`src/rtl/vga_pkg.sv`:
```
// Shared raster timing defaults, scanout state encoding and the sync-level
// helper used by the frame-buffer scanout.
package vga_pkg;

  localparam int H_ACTIVE_DEF = 640;
  localparam int H_FP_DEF     = 16;
  localparam int H_SYNC_DEF   = 96;
  localparam int H_BP_DEF     = 48;
  localparam int V_ACTIVE_DEF = 480;
  localparam int V_FP_DEF     = 10;
  localparam int V_SYNC_DEF   = 2;
  localparam int V_BP_DEF     = 33;

  localparam int HT_DEF = H_ACTIVE_DEF + H_FP_DEF + H_SYNC_DEF + H_BP_DEF;
  localparam int VT_DEF = V_ACTIVE_DEF + V_FP_DEF + V_SYNC_DEF + V_BP_DEF;

  typedef enum logic [1:0] {
    ST_IDLE  = 2'd0,
    ST_RUN   = 2'd1,
    ST_DRAIN = 2'd2
  } state_e;

  // Maps "sync asserted" onto the wire level for the chosen polarity.
  function automatic logic sync_level(input logic asserted, input logic active_low);
    return asserted ^ active_low;
  endfunction

endpackage

```
`src/rtl/vga_timing_gen.sv`:
```
// Horizontal/vertical raster counters and the stage-0 decode (active area,
// sync windows, vertical blank, first/last position of the frame).
module vga_timing_gen
  import vga_pkg::*;
#(
  parameter int H_ACTIVE = H_ACTIVE_DEF,
  parameter int H_FP     = H_FP_DEF,
  parameter int H_SYNC   = H_SYNC_DEF,
  parameter int H_BP     = H_BP_DEF,
  parameter int V_ACTIVE = V_ACTIVE_DEF,
  parameter int V_FP     = V_FP_DEF,
  parameter int V_SYNC   = V_SYNC_DEF,
  parameter int V_BP     = V_BP_DEF
) (
  input  logic clk,
  input  logic resetn,
  input  logic run_i,
  output logic active_o,
  output logic hs_assert_o,
  output logic vs_assert_o,
  output logic vblank_o,
  output logic frame_first_o,
  output logic frame_last_o
);

  localparam int HT = H_ACTIVE + H_FP + H_SYNC + H_BP;
  localparam int VT = V_ACTIVE + V_FP + V_SYNC + V_BP;
  localparam int HW = $clog2(HT);
  localparam int VW = $clog2(VT);

  localparam logic [HW-1:0] H_LAST = HW'(HT - 1);
  localparam logic [HW-1:0] H_ACT  = HW'(H_ACTIVE);
  localparam logic [HW-1:0] H_SS   = HW'(H_ACTIVE + H_FP);
  localparam logic [HW-1:0] H_SE   = HW'(H_ACTIVE + H_FP + H_SYNC);
  localparam logic [VW-1:0] V_LAST = VW'(VT - 1);
  localparam logic [VW-1:0] V_ACT  = VW'(V_ACTIVE);
  localparam logic [VW-1:0] V_SS   = VW'(V_ACTIVE + V_FP);
  localparam logic [VW-1:0] V_SE   = VW'(V_ACTIVE + V_FP + V_SYNC);

  logic [HW-1:0] h_q, h_d;
  logic [VW-1:0] v_q, v_d;

  // Counters sit at 0 while not running so a start always begins at pixel 0.
  always_comb begin
    h_d = '0;
    v_d = '0;
    if (run_i) begin
      h_d = h_q + HW'(1);
      v_d = v_q;
      if (h_q == H_LAST) begin
        h_d = '0;
        v_d = (v_q == V_LAST) ? '0 : v_q + VW'(1);
      end
    end
  end

  always_ff @(posedge clk or negedge resetn) begin
    if (!resetn) begin
      h_q <= '0;
      v_q <= '0;
    end else begin
      h_q <= h_d;
      v_q <= v_d;
    end
  end

  assign active_o      = run_i && (h_q < H_ACT) && (v_q < V_ACT);
  assign hs_assert_o   = run_i && (h_q >= H_SS) && (h_q < H_SE);
  assign vs_assert_o   = run_i && (v_q >= V_SS) && (v_q < V_SE);
  assign vblank_o      = (v_q >= V_ACT);
  assign frame_first_o = (h_q == '0) && (v_q == '0);
  assign frame_last_o  = (h_q == H_LAST) && (v_q == V_LAST);

endmodule

```
`src/rtl/vga_scanout.sv`:
```
// Frame-buffer read master: raster FSM, linear read pointer, and the stage-1
// registers that line hsync/vsync/de up with the registered read data.
module vga_scanout
  import vga_pkg::*;
#(
  parameter int DATAW           = 24,
  parameter int addrLength      = 20,
  parameter int totalPixel      = 307200,
  parameter int H_ACTIVE        = H_ACTIVE_DEF,
  parameter int H_FP            = H_FP_DEF,
  parameter int H_SYNC          = H_SYNC_DEF,
  parameter int H_BP            = H_BP_DEF,
  parameter int V_ACTIVE        = V_ACTIVE_DEF,
  parameter int V_FP            = V_FP_DEF,
  parameter int V_SYNC          = V_SYNC_DEF,
  parameter int V_BP            = V_BP_DEF,
  parameter bit SYNC_ACTIVE_LOW = 1'b1
) (
  input  logic                  clk,
  input  logic                  resetn,
  input  logic                  enable,
  input  logic [DATAW-1:0]      pixelIn,
  output logic                  readEn,
  output logic [addrLength-1:0] readPointer,
  output logic                  hsync,
  output logic                  vsync,
  output logic                  de,
  output logic [DATAW-1:0]      rgb,
  output logic                  vblank,
  output logic                  frameStart,
  output logic [1:0]            state_o
);

  if (totalPixel != H_ACTIVE * V_ACTIVE) begin : g_total_check
    $error("vga_scanout: totalPixel must equal H_ACTIVE*V_ACTIVE");
  end

  localparam logic [addrLength-1:0] PTR_LAST = addrLength'(totalPixel - 1);

  state_e state_q, state_d;
  logic   running, is_run;
  logic   active, hs_assert, vs_assert, vblank_raw, frame_first, frame_last;
  logic   [addrLength-1:0] ptr_q;
  logic   de_q, hsync_q, vsync_q, vblank_q, fs_q;

  vga_timing_gen #(
    .H_ACTIVE(H_ACTIVE), .H_FP(H_FP), .H_SYNC(H_SYNC), .H_BP(H_BP),
    .V_ACTIVE(V_ACTIVE), .V_FP(V_FP), .V_SYNC(V_SYNC), .V_BP(V_BP)
  ) u_timing (
    .clk           (clk),
    .resetn        (resetn),
    .run_i         (running),
    .active_o      (active),
    .hs_assert_o   (hs_assert),
    .vs_assert_o   (vs_assert),
    .vblank_o      (vblank_raw),
    .frame_first_o (frame_first),
    .frame_last_o  (frame_last)
  );

  always_ff @(posedge clk or negedge resetn) begin
    if (!resetn) state_q <= ST_IDLE;
    else         state_q <= state_d;
  end

  // DRAIN finishes the frame in progress; enable returning at any point
  // (including the last pixel) resumes RUN without a gap.
  always_comb begin
    state_d = state_q;
    unique case (state_q)
      ST_IDLE:  if (enable) state_d = ST_RUN;
      ST_RUN:   if (!enable) state_d = ST_DRAIN;
      ST_DRAIN: begin
        if (enable)          state_d = ST_RUN;
        else if (frame_last) state_d = ST_IDLE;
      end
      default:  state_d = ST_IDLE;
    endcase
  end

  always_comb begin
    running = (state_q != ST_IDLE);
    is_run  = (state_q == ST_RUN);
  end

  always_ff @(posedge clk or negedge resetn) begin
    if (!resetn) begin
      ptr_q <= '0;
    end else if (active) begin
      ptr_q <= (ptr_q == PTR_LAST) ? '0 : ptr_q + addrLength'(1);
    end
  end

  always_ff @(posedge clk or negedge resetn) begin
    if (!resetn) begin
      de_q     <= 1'b0;
      hsync_q  <= sync_level(1'b0, SYNC_ACTIVE_LOW);
      vsync_q  <= sync_level(1'b0, SYNC_ACTIVE_LOW);
      vblank_q <= 1'b1;
      fs_q     <= 1'b0;
    end else begin
      de_q     <= active;
      hsync_q  <= sync_level(hs_assert, SYNC_ACTIVE_LOW);
      vsync_q  <= sync_level(vs_assert, SYNC_ACTIVE_LOW);
      vblank_q <= vblank_raw || !running;
      fs_q     <= frame_first && is_run;
    end
  end

  assign readEn      = active;
  assign readPointer = ptr_q;
  assign de          = de_q;
  assign hsync       = hsync_q;
  assign vsync       = vsync_q;
  assign vblank      = vblank_q;
  assign frameStart  = fs_q;
  assign rgb         = de_q ? pixelIn : '0;
  assign state_o     = state_q;

endmodule

```
`config.mk`:
```
export PLATFORM = sky130hd
export DESIGN_NAME = vga_scanout
export DESIGN_NICKNAME = d
export VERILOG_FILES = /design/src/rtl/vga_pkg.sv /design/src/rtl/vga_timing_gen.sv /design/src/rtl/vga_scanout.sv
export SDC_FILE = /design/constraint.sdc
export NUM_CORES = 1
export LEC_CHECK = 0
export ABC_AREA = 1
export CORE_MARGIN = 1
export CORE_UTILIZATION = 33
export DETAILED_ROUTE_END_ITERATION = 8
export PLACE_DENSITY_LB_ADDON = 0.25
export SYNTH_ARGS = -nofsm -noshare
export SYNTH_HDL_FRONTEND = slang
export SYNTH_SLANG_ARGS = --single-unit
```
`constraint.sdc`:
```
create_clock -name clk -period 1.4 [get_ports clk]
set_input_delay 0.14 -clock clk [delete_from_list [all_inputs] [get_ports clk]]
set_output_delay 0.14 -clock clk [all_outputs]
set_load 0.1 [all_outputs]
```
==> impl_metrics.env <==
export IMPL_worstSetupStartpointType="flip-flop"
export IMPL_routed_wl_mm=9.07
export IMPL_setup_slack_ns=-0.208
export IMPL_synth_seq_cells=47
export IMPL_first_iter_violations=174
export IMPL_die_y_um=94.9
export IMPL_tightest_slew_ns=0.376
export IMPL_hold_path_class="primary input to asynchronous set/reset pin"
export IMPL_num_vias=3204
export IMPL_fin_area_um2=5600
export IMPL_clk_pin_slew_ns=0.10
export IMPL_grt_max_degree=48
export IMPL_grt_pass1_wl_mm=13.8
export IMPL_clk_latency_ns=0.30
export IMPL_fp_row_count=33
export IMPL_synth_area_leaders="dfrtp_1, nand2_1, inv_1, nand3_1, nor2_1"
export IMPL_nNetsFinal=581
export IMPL_synth_compound_area_share_pct=6.15
export IMPL_core_area_um2=8300
export IMPL_clkSinkCount=47
export IMPL_synth_top_cell_by_area="dfrtp_1"
export IMPL_syn_nets=433
export IMPL_setup_viol=62
export IMPL_layout_cells_non_filler=655
export IMPL_p_leak_nw=2.48
export IMPL_r2r_end="readPointer[1]"
export IMPL_ys_seq_area_share_pct=41.4
export IMPL_synthMuxAreaShare_pct=0
export IMPL_hold_viol=0
export IMPL_cts_tree="built"
export IMPL_r2r_start="state_o[1]"
export IMPL_drive_above_1_share_pct=48.0
export IMPL_place_congestion=0.900
export IMPL_clockBufferDepth=2
export IMPL_fin_crit_ns=1.61
export IMPL_status="finished, violations left"
export IMPL_fmax_mhz=622
export IMPL_path_class="flip-flop to output port"
export IMPL_cts_buffers=5
export IMPL_maxCapViolCount=0
export IMPL_post_synth_xor_area_fraction_pct=2.46
export IMPL_htreeDepth=2
export IMPL_drc_errors=0
export IMPL_initial_core_util_pct=34.3
export IMPL_final_max_slew_viol_count=0
export IMPL_crit_end="readEn"
export IMPL_antenna_found_initial=0
export IMPL_avgSynthCellArea_um2=7.10
export IMPL_peakVddDrop_mv=0.731
export IMPL_overflow=0
export IMPL_wire_per_inst_um=13.8
export IMPL_critPathCaptureType="output port"
export IMPL_firstDrtPassIters=4
export IMPL_synth_top_family_by_area="simple AND/OR/NAND/NOR gates"
export IMPL_rsz0062_at_grt="true"
export IMPL_r2r_cells=8
export IMPL_grt_use_total_pct=19.6
export IMPL_viasPerCell=4.89
export IMPL_grt_pass1_vias=3032
export IMPL_crit_start="state_o[1]"
export IMPL_reg2reg_slack_ns=-0.15
export IMPL_portBuffers=78
export IMPL_clock_skew_ns=0.0106
export IMPL_violations="setup timing"
export IMPL_place_area_um2=4990
export IMPL_die_width_um=94.9
export IMPL_dp_cells=627
export IMPL_cp_max_fo=3
export IMPL_syn_to_final_growth_pct=96.7
export IMPL_syn_area_um2=2850
export IMPL_total_power_w=0.00601
export IMPL_synthAdderAreaFrac_pct=2.20
export IMPL_ctsRootBufferMaster="clkbuf_8"
export IMPL_place_hpwl_mm=6.15
export IMPL_io_pins=79
export IMPL_synth_top_area_share_pct=38.6
export IMPL_netlist_instances=401
export IMPL_yosysUniqueCellTypes=34
export IMPL_synthSimpleGateAreaFrac_pct=36.2
export IMPL_yosys_warnings=0
export IMPL_diodes=0
export IMPL_ant_nets=0
export IMPL_power_density_nw_per_um2=1070
export IMPL_cp_arrival_ns=1.47
export IMPL_cp_required_ns=1.26
export IMPL_fin_crit_sh_pct=115
export IMPL_max_slew_margin_pct=74.7
export IMPL_dieArea_um2=9010
## metrics by stage
| step | hold slack [ns] | setup TNS, ns | setup slack [ns] | util, % |
|---|---|---|---|---|
| CTS | 0.332 | -5.16 | -0.211 | 64.6 |
| detailed placement | 0.142 | -0.139 | -0.0335 | 60.1 |
| global route | 0.343 | -9.24 | -0.253 | 67.5 |
| global placement | 0.142 | -0.00748 | -0.00748 | 60.1 |
| floorplan | -0.156 | -4.63 | -0.179 | - |
| finish | 0.336 | -5.72 | -0.208 | 67.5 |
## metal layers
layer / GRT usage [%] / share of wire (%)
met1: 21.6 / 38
met2: 36.9 / 55
met3: 4.11 / 6.0
met4: 6.31 / 0.90
met5: 0 / 0
## layout by cell type, fill, tap and decap left out, types with 2 or more instances in the layout
cell and count:
nor2_4 6, nand3_1 23, o21bai_1 2, dfstp_2 3
dfrtp_1 21, bufinv_16 2, buf_16 4, clkinvlp_4 24
nor3_2 5, o21ai_0 2, o21ai_1 6, inv_2 7
nor3_1 10, a21oi_1 8, nand3_4 3, nand3_2 7
nand2_1 81, dfrtp_2 8, nand4_1 18, buf_6 10
clkdlybuf4s50_1 25, xor2_1 6, xnor2_1 2, nor2_1 31
o21ai_2 4, dfrtp_4 15, buf_4 53, ha_1 3
nor2_2 7, buf_12 54, nand2_2 6, inv_1 38
nand2_4 26, clkbuf_8 5, a21oi_2 6
## worst min path at each step
stage           start  depth (start not counted)               to
2_1_floorplan  resetn                          0       frameStart
3_3_place_gp   resetn                          2  u_timing.v_q[2]
3_5_place_dp   resetn                          2  u_timing.v_q[3]
4_1_cts        resetn                          3  u_timing.v_q[3]
5_1_grt        resetn                          3  u_timing.v_q[2]
6_report       resetn                          3  u_timing.v_q[2]
## cell usage after synthesis
cell,number
o2111ai_1,1
o21ai_0,4
o21bai_1,2
inv_2,8
nor2_1,37
a31oi_1,1
and2_1,1
nor4_1,1
nor2_2,7
nand3_1,31
or2_1,1
nor3_1,14
a21oi_1,12
o21a_1,1
xor2_1,6
nor3_2,1
xnor2_1,2
nor3b_1,1
or2_2,1
a21oi_2,2
o21ai_1,8
nand2_1,112
buf_6,4
buf_2,2
or2_4,1
nand3_2,2
nand3b_1,1
ha_1,5
clkbuf_1,2
dfstp_2,3
nand2_2,2
nand4_1,18
inv_1,63
dfrtp_1,44
## power by group
part,switching [W],internal (W)
sequential,0.000207,0.00153
combinational,0.00183,0.00124
clock,0.000483,0.000714
total,0.00252,0.00349
## state kept, by name (all words and copies together) (netlist names)
signal,cells
readPointer,20
u_timing.h_q,10
u_timing.v_q,10
state_o,2
de,1
frameStart,1
hsync,1
vblank,1
vsync,1
## logic make-up (layout without fill, tap and decap cells)
logic type | Yosys count | in the layout
AND/OR/NAND/NOR | 231 | 231
adder cells (fa/ha/maj) | 5 | 5
buffers and inverters | 79 | 228
AO/OA/AOI/OAI | 31 | 31
flip-flops | 47 | 47
XOR/XNOR | 8 | 8
## critical path: stages, from the launching register on
cell     delay (ns)
dfrtp_4        0.48
or2_4          0.28
nand2_4        0.07
nor2_4         0.04
buf_12         0.13
buf_12         0.16
## layout make-up
| cell class | instances | area [um2] |
|---|---|---|
| Clock buffer | 6 | 72.6 |
| Clock inverter | 2 | 60.1 |
| Fill cell | 612 | 2700 |
| Inverter | 71 | 367 |
| Multi-Input combinational cell | 275 | 1730 |
| Sequential cell | 47 | 1250 |
| Tap cell | 105 | 131 |
| Timing Repair Buffer | 149 | 1990 |
## what timing repair did
action	CTS	global route
gates resized for setup	32	38
hold buffers	1	0
hold endpoints to repair	44	0
endpoints found under the setup margin	38	67
pin swaps	5	6
buffers inserted	5	10
gates cloned	4	1
(Power assumes the default switching activity.)
